### src/rtl/stage_feed_arbiter.sv
// Round-robin feed of two clocked requesters into one two-phase bundled-data stage.
// Optional acknowledge watchdog enabled by defining STAGE_FEED_TIMEOUT_EN.
module stage_feed_arbiter #(
  parameter int DATA_W      = 3,
  parameter int SYNC_STAGES = 2,
  parameter int TIMEOUT     = 64
) (
  input  logic              clk,
  input  logic              rst,
  input  logic              req0_valid,
  input  logic [DATA_W-1:0] req0_data,
  output logic              req0_ready,
  input  logic              req1_valid,
  input  logic [DATA_W-1:0] req1_data,
  output logic              req1_ready,
  output logic [DATA_W-1:0] data_out,
  output logic              valid_out,
  input  logic              ack_in,
  output logic              grant_id,
  output logic              busy,
  output logic              timeout_err
);

  typedef enum logic [1:0] {
    IDLE     = 2'd0,
    SETUP    = 2'd1,
    WAIT_ACK = 2'd2
  } state_t;

  state_t                 state_r;
  state_t                 state_nxt_s;
  logic                   ptr_r;
  logic [SYNC_STAGES-1:0] sync_r;
  logic                   ack_s;
  logic [DATA_W-1:0]      data_out_r;
  logic                   valid_out_r;
  logic                   grant_id_r;
  logic                   busy_r;
  logic                   pick1_s;
  logic                   grant0_s;
  logic                   grant1_s;
  logic                   accept_s;

  assign ack_s = sync_r[SYNC_STAGES-1];

  // Arbitration: a lone requester wins, on contention the one not granted last wins.
  always_comb begin
    pick1_s  = 1'b0;
    grant0_s = 1'b0;
    grant1_s = 1'b0;
    if (req0_valid && req1_valid) begin
      pick1_s = (ptr_r == 1'b0);
    end else if (req1_valid) begin
      pick1_s = 1'b1;
    end else begin
      pick1_s = 1'b0;
    end
    if (state_r == IDLE) begin
      grant0_s = req0_valid && !pick1_s;
      grant1_s = req1_valid && pick1_s;
    end else begin
      grant0_s = 1'b0;
      grant1_s = 1'b0;
    end
  end

  assign accept_s   = grant0_s | grant1_s;
  assign req0_ready = grant0_s;
  assign req1_ready = grant1_s;

  // Next-state logic for the request/acknowledge handshake.
  always_comb begin
    state_nxt_s = state_r;
    case (state_r)
      IDLE: begin
        if (accept_s) begin
          state_nxt_s = SETUP;
        end else begin
          state_nxt_s = IDLE;
        end
      end
      SETUP: begin
        state_nxt_s = WAIT_ACK;
      end
      WAIT_ACK: begin
        if (ack_s == valid_out_r) begin
          state_nxt_s = IDLE;
        end else begin
          state_nxt_s = WAIT_ACK;
        end
      end
      default: begin
        state_nxt_s = IDLE;
      end
    endcase
  end

  // State, synchronizer, captured word and the two-phase request toggle.
  always_ff @(posedge clk) begin
    if (rst) begin
      state_r     <= IDLE;
      ptr_r       <= 1'b1;
      sync_r      <= {SYNC_STAGES{1'b0}};
      data_out_r  <= {DATA_W{1'b0}};
      valid_out_r <= 1'b0;
      grant_id_r  <= 1'b0;
      busy_r      <= 1'b0;
    end else begin
      state_r <= state_nxt_s;
      sync_r  <= {sync_r[SYNC_STAGES-2:0], ack_in};
      busy_r  <= (state_nxt_s != IDLE);
      if (accept_s) begin
        data_out_r <= grant1_s ? req1_data : req0_data;
        grant_id_r <= grant1_s;
        ptr_r      <= grant1_s;
      end
      // Data was registered a full cycle earlier, so the request edge follows it.
      if (state_r == SETUP) begin
        valid_out_r <= ~valid_out_r;
      end
    end
  end

  assign data_out  = data_out_r;
  assign valid_out = valid_out_r;
  assign grant_id  = grant_id_r;
  assign busy      = busy_r;

`ifdef STAGE_FEED_TIMEOUT_EN
  localparam int CNT_W = $clog2(TIMEOUT + 1);
  localparam logic [CNT_W-1:0] TIMEOUT_C = CNT_W'(TIMEOUT);

  logic [CNT_W-1:0] wait_cnt_r;
  logic             timeout_err_r;

  // Acknowledge watchdog; the FSM keeps waiting so a late ack is still honoured.
  always_ff @(posedge clk) begin
    if (rst) begin
      wait_cnt_r    <= {CNT_W{1'b0}};
      timeout_err_r <= 1'b0;
    end else begin
      if (state_r == SETUP) begin
        wait_cnt_r <= {CNT_W{1'b0}};
      end else if ((state_r == WAIT_ACK) && (wait_cnt_r != TIMEOUT_C)) begin
        wait_cnt_r <= wait_cnt_r + CNT_W'(1);
      end
      if ((state_r == WAIT_ACK) && (wait_cnt_r == (TIMEOUT_C - CNT_W'(1)))) begin
        timeout_err_r <= 1'b1;
      end
    end
  end

  assign timeout_err = timeout_err_r;
`else
  assign timeout_err = 1'b0;
`endif

endmodule

### config.mk
export PLATFORM = sky130hd
export DESIGN_NAME = stage_feed_arbiter
export DESIGN_NICKNAME = d
export VERILOG_FILES = /design/src/rtl/stage_feed_arbiter.sv
export SDC_FILE = /design/constraint.sdc
export NUM_CORES = 1
export LEC_CHECK = 0
export BUFFER_PORTS_ARGS = -buffer_cell sky130_fd_sc_hd__clkbuf_2
export CELL_PAD_IN_SITES_DETAIL_PLACEMENT = 0
export CELL_PAD_IN_SITES_GLOBAL_PLACEMENT = 1
export CORE_MARGIN = 2
export CORE_UTILIZATION = 25
export CTS_BUF_LIST = sky130_fd_sc_hd__clkbuf_8
export CTS_CLUSTER_DIAMETER = 60
export DETAILED_ROUTE_END_ITERATION = 8
export HOLD_SLACK_MARGIN = 0.15
export PLACE_DENSITY = 0.74
export SLEW_MARGIN = 20
export SYNTH_ARGS = -nofsm -noshare
export SYNTH_HDL_FRONTEND = slang
export SYNTH_SLANG_ARGS = --single-unit
### constraint.sdc
create_clock -name clk -period 1.2 [get_ports clk]
set_input_delay 0.06 -clock clk [delete_from_list [all_inputs] [get_ports clk]]
set_output_delay 0.06 -clock clk [all_outputs]
set_load 0.01 [all_outputs]
==> qor.yml, run 1 <==
status: "finished with violations"
violations: "negative setup slack"
ant_nets: 0
cts_tree: "done"
grt_pass1_vias: 349
post_layout_nonfiller_instances: 106
synth_area_um2: 453
power_density_nw_per_um2: 1320
cts_buffers: 3
synth_top_area_cell: "dfxtp_1"
wl_per_cell_um: 9.21
wl_um: 976
max_cap_violations: 0
pin_count: 20
syn_area_per_cell_um2: 9.64
diodes: 0
drive_above_1_share_pct: 46.9
worst_slack_ps: -92.9
hold-path-endpoint: "state_r[0]"
crit_arrival_ps: 1230
h-tree-depth: 1
critPathCaptureType: "output pin"
yosys-top-cells-area: "dfxtp_1 49%, a21oi_1 6.6%, mux2i_1 6.6%"
crit_path_start_kind: "register"
synthCells: 47
ff_latch_area_um2: 224
syn_to_final_growth_pct: 70.4
synth_top_cell_area_share_pct: 48.6
nFillCells: 181
grt_overflow: 0
placed_area_um2: 584
finalSetupViolCount: 4
syn_nets: 58
nets: 93
grt_max_degree: 10
design_area_um2: 772
min-delay-start: "req0_valid"
die_w_um: 46.6
clk_path_buf_depth: 2
drt_iter0_drc: 1
power.leakage_nw: 0.371
hold_viol: 0
finalCritPeriodShare_pct: 108
skew_ps: 3.30
critPathSlowestCell: "or3_4"
criticalPathCategory: "register to output pin"
clock.fmax_ghz: 0.773
ys_ff_latch: 11
initial_core_util_pct: 26.5
regToRegSetupSlack_ps: 0
dpl.hpwl_um: 657
dp.cells: 91
grt_usage_pct: 10.4
vdd_drop_max_v: 0.000899
path_buf_inv: 2
grt_setup_unrepaired: "true"
grt_antenna_before_repair: 0
slew_violations: 0
core_area_um2: 1710
ys_warn_count: 0
clkTransAtPathRegs_ps: 50
first_pass_iters: 4
multi_input_area_um2: 218
grt_pass1_wl_um: 1460
r2r-start: "state_r[0]"
r2r_cells: 4
clkLatencyLatePin_ps: 240
synth_cell_type_count: 21
fp-row-count: 15
cts-root-buf: "clkbuf_8"
path_cells: "a21bo_2 -> or3_4 -> inv_2 -> buf_6"
period_minus_slack_ps: 1290
hold_path_depth: 3
tns_ps: -167
io_buffers: 18
yosysSeqAreaShare_pct: 48.6
place_congestion: 0.730
crit_start: "ptr_r"
reg2reg_to: "data_out[0]"
cpPeakStageDelay_ps: 340
dieArea_um2: 2170
hp-class: "input pin to register"
dr_total_vias: 431
drcViolationCount: 0
crit_family: "simple AND/OR/NAND/NOR gates"
cp.required_ps: 1140
cts.sinks: 11
die_h_um: 46.6
critPathMaxFanout: 2
via_per_inst: 4.07
Yosys cell counts:
cell type / n
or3b_1: 1
buf_4: 1
dfxtp_1: 11
conb_1: 1
o21bai_1: 1
or3_1: 1
buf_2: 1
o41ai_1: 3
nor2_1: 3
mux2i_1: 3
buf_6: 1
and2b_1: 1
nand2_1: 2
a21bo_2: 1
nor4_1: 1
a21oi_1: 6
xor2_1: 1
clkbuf_1: 1
xnor2_1: 1
nor2b_1: 4
inv_1: 2
metal layers:
| metal | share of wire (%) | vias up | GRT usage [%] |
|---|---|---|---|
| met5 | 0 | - | 0 |
| met4 | 1.4 | 0 | 3.43 |
| met1 | 44 | 189 | 11.4 |
| met3 | 7.9 | 2 | 7.06 |
| li1 | - | 227 | - |
| met2 | 47 | 13 | 15.8 |
kinds of logic after synthesis:
kind of cell / share of synthesized area (%)
xor+xnor: 3.87
compound gates: 16.3
buf+inv: 7.73
mux: 6.63
other cells: 0.828
flops: 48.6
simple gates: 16.0
worst register-to-register path: cells and delay by family (launching register included):
kind | cells | cell delay [ps]
multiplexers | 1 | 130
buffers and inverters | 1 | 140
AND/OR/NAND/NOR | 1 | 420
AO/OA/AOI/OAI | 1 | 70
flip-flops | 1 | 320
worst max path at each step:
stage | to | slack (ps) | cells after the start
6_report | req1_ready | -90 | 4
3_3_place_gp | data_out[0] | 4 | 3
3_5_place_dp | data_out[1] | -5 | 3
5_1_grt | req0_ready | -140 | 3
2_1_floorplan | data_out[0] | 20 | 4
4_1_cts | req0_ready | -160 | 3
through the flow:
| step | total power [mW] | hold WS (ps) | util (%) | worst slack [ps] |
|---|---|---|---|---|
| 3_3_place_gp | 0.606 | 272 | 34.2 | 3.63 |
| 6_report | 1.02 | 136 | 45.2 | -92.9 |
| 4_1_cts | 1.01 | 123 | 43.1 | -161 |
| 5_1_grt | 1.07 | 163 | 45.2 | -135 |
| 2_1_floorplan | 0.539 | 188 | - | 23.3 |
| 3_5_place_dp | 0.606 | 285 | 34.2 | -4.57 |
power by group:
part | internal (mW) | switching, mW | total, mW
combinational | 0.133 | 0.0967 | 0.230
sequential | 0.405 | 0.0201 | 0.425
clock | 0.224 | 0.138 | 0.362
total | 0.762 | 0.254 | 1.02
placed cells by master (no fill, tap or decap), drive strengths merged:
| master | synthesis | routed |
|---|---|---|
| xor2 | 1 | 1 |
| a21oi | 6 | 6 |
| and2b | 1 | 1 |
| a21bo | 1 | 1 |
| mux2i | 3 | 3 |
| inv | 2 | 3 |
| nor2b | 4 | 4 |
| clkbuf | 1 | 19 |
| buf | 3 | 9 |
| or3b | 1 | 1 |
| nor2 | 3 | 3 |
| conb | 1 | 1 |
| nor4 | 1 | 1 |
| dfxtp | 11 | 11 |
| o21bai | 1 | 1 |
| or3 | 1 | 1 |
| xnor2 | 1 | 1 |
| dlygate4sd3 | 0 | 9 |
| o41ai | 3 | 3 |
| nand2 | 2 | 2 |
final cells by class:
type	count	area share, %
sequential	11	29.0
timing repair buffer	34	31.9
clock buffer	3	5.35
clock inverter	1	0.486
inverter	2	0.972
multi-input combinational	30	28.2
tap	25	4.05
timing repair:
item                                   in CTS  in global routing
hold buffers                                9                  0
setup buffers                               1                  1
pin swaps                                   0                  4
gates resized for setup                     4                 10
endpoints found under the hold margin       9                  0
setup endpoints to repair                   5                  7
sequential cells by signal, indices dropped and copies added (netlist names):
register	count
valid_out	1
sync_r	2
state_r	2
ptr_r	1
busy	1
data_out	3
grant_id	1
Power figures use the tool's default switching activity.
==> run 2: changes to the inputs <==
- BUFFER_PORTS_ARGS: -buffer_cell sky130_fd_sc_hd__clkbuf_2 -> default
- DONT_BUFFER_PORTS: default -> 1
- PLACE_DENSITY: 0.74 -> 0.61
==> qor.yml, run 2 (synthesis results as in run 1) <==
hp-class: "input pin to register"
crit_path_end: "req1_ready"
grt_overflow: 0  # unchanged
via_per_inst: 4.22  # +3.8%
gr-usage-met3_pct: 7.06  # unchanged
crit_family: "simple AND/OR/NAND/NOR gates"
cp.depth: 3  # -1
tns_ps: -54.4  # +113 ps
status: "finished with violations"
fp-row-count: 15  # unchanged
final_cell_mix: "10 x dlygate4sd3_1, 9 x dfxtp_1, 4 x a21oi_2"
wl_um: 1080  # +11%
initial_core_util_pct: 26.5  # unchanged
critPathCaptureType: "output pin"
regToRegSetupSlack_ps: 20  # +20 ps
cts_buffers: 3  # unchanged
critPathMaxFanout: 2  # unchanged
crit_path_start_kind: "register"
grtUsageMet1_pct: 11.0  # -0.42 points
drt_iter0_drc: 0  # -1
max_cap_violations: 0  # unchanged
grt_usage_pct: 11.3  # +0.98 points
worst_slack_ps: -28.4  # +64.5 ps
cts.sinks: 11  # unchanged
dp.cells: 71  # -22%
clk_path_buf_depth: 2  # unchanged
ant_nets: 0  # unchanged
diodes: 0  # unchanged
cts-root-buf: "clkbuf_8"
largest_register_ffs: 3  # unchanged
slew_violations: 0  # unchanged
grt_util_met2_pct: 20.6  # +4.7 points
dpl.hpwl_um: 619  # -5.7%
ff_latch_area_um2: 223  # -0.56%
clkTransAtPathRegs_ps: 50  # about the same
die_w_um: 46.6  # unchanged
path_cells: "a21bo_2 -> or3_4 -> inv_4"
crit_start: "ptr_r"
grt_antenna_before_repair: 0  # unchanged
first_pass_iters: 1  # -3
cts_tree: "done"
h-tree-depth: 1  # unchanged
core_area_um2: 1710  # unchanged
grt_pass1_wl_um: 1580  # +8.6%
nets: 73  # -22%
r2r-start: "ptr_r"
dieArea_um2: 2170  # unchanged
violations: "negative setup slack"
hold_viol: 0  # unchanged
clock.fmax_ghz: 0.814  # +5.2%
dr_total_vias: 363  # -16%
io_buffers: 0  # -18
cp.required_ps: 1140  # about the same
vdd_drop_max_v: 0.000805  # -10%
drcViolationCount: 0  # unchanged
grt_setup_unrepaired: "true"
skew_ps: 1.62  # -1.68 ps
top_usage_layer: "met2"
pin_count: 20  # unchanged
post_layout_nonfiller_instances: 86  # -19%
reg2reg_to: "grant_id"
clkLatencyLatePin_ps: 240  # about the same
criticalPathCategory: "register to output pin"
power.leakage_nw: 0.290  # -22%
finalCritPeriodShare_pct: 102  # -5.4 points
grt_max_degree: 10  # unchanged
crit_arrival_ps: 1170  # -60 ps
place_congestion: 0.664  # -9.1%
die_h_um: 46.6  # unchanged
period_minus_slack_ps: 1230  # -64.5 ps
finalSetupViolCount: 2  # -2
critPathSlowestCell: "or3_4"
cpPeakStageDelay_ps: 360  # +20 ps
place_ws_ps: 1.12  # +5.69 ps
final_common_cell: "dlygate4sd3_1"
path_buf_inv: 1  # -1
multi_input_area_um2: 235  # +8.0%
wl_per_cell_um: 12.5  # +36%
drive_above_1_share_pct: 31.1  # -16 points
final_core_util_pct: 40.1  # -5.1 points
r2r_cells: 4  # unchanged
syn_to_final_growth_pct: 51.4
nFillCells: 174  # -3.9%
grt_pass1_vias: 376  # +7.7%
power_density_nw_per_um2: 1430  # +9.0%
==> run 2: cell types whose count changed in the layout (fill, tap and decap cells not counted), moves of 3 or more <==
| cell | change |
|---|---|
| a21oi_1 | -3 |
| a21oi_2 | +3 |
| buf_4 | -4 |
| clkbuf_2 | -16 |
==> run 2: worst min path at each step <==
stage | startpoint | to | slack (ps) | depth (start not counted)
global route | req0_valid | data_out[0] | 250 | 4
finish | req0_valid | data_out[0] | 250 | 4
detailed placement | rst | sync_r[0] | 140 | 1
CTS | req0_valid | data_out[1] | 240 | 4
global placement | rst | grant_id | 130 | 1
floorplan | ack_in | sync_r[0] | 190 | 1
==> run 2: layout make-up <==
type                            count  area share (%)
Sequential cell                    11            32.5
Tap cell                           25            4.56
Inverter                            2            1.46
Clock inverter                      1           0.547
Clock buffer                        3            6.02
Multi-Input combinational cell     30            34.3
Timing Repair Buffer               14            20.6
==> run 2: timing repair <==
action	CTS	global route
setup buffers	1	0
setup endpoints to repair	4	6
hold buffers	10	0
endpoints found under the hold margin	11	0
resized for setup	6	10
==> run 2: per-layer routing <==
layer	wire length, µm	share of wire, %
met5	0	0
met2	542	50
met3	73	6.8
met1	462	43
met4	0	0
==> run 2: per-stage QoR <==
| stage | hold WS (ps) | area, µm² | power [mW] |
|---|---|---|---|
| after detailed placement | 135 | 479 | 0.554 |
| final | 250 | 686 | 0.984 |
| after floorplan | 188 | 453 | 0.539 |
| after CTS | 244 | 651 | 0.977 |
| after global placement | 133 | 479 | 0.554 |
| after global routing | 250 | 686 | 1.05 |
==> run 2: worst register-to-register path, delay by kind of cell (launching register included) <==
kind,cells,cell delay [ps]
AO/OA/AOI/OAI,2,290
buffers and inverters,1,150
AND/OR/NAND/NOR,1,360
flip-flops,1,310
==> run 2: report_power, final <==
| group | total, mW | switching (mW) | leakage [nW] | internal (mW) |
|---|---|---|---|---|
| clock | 0.363 | 0.139 | 0.0269 | 0.225 |
| sequential | 0.438 | 0.0346 | 0.0912 | 0.404 |
| combinational | 0.182 | 0.0828 | 0.172 | 0.0994 |
| total | 0.984 | 0.256 | 0.290 | 0.728 |
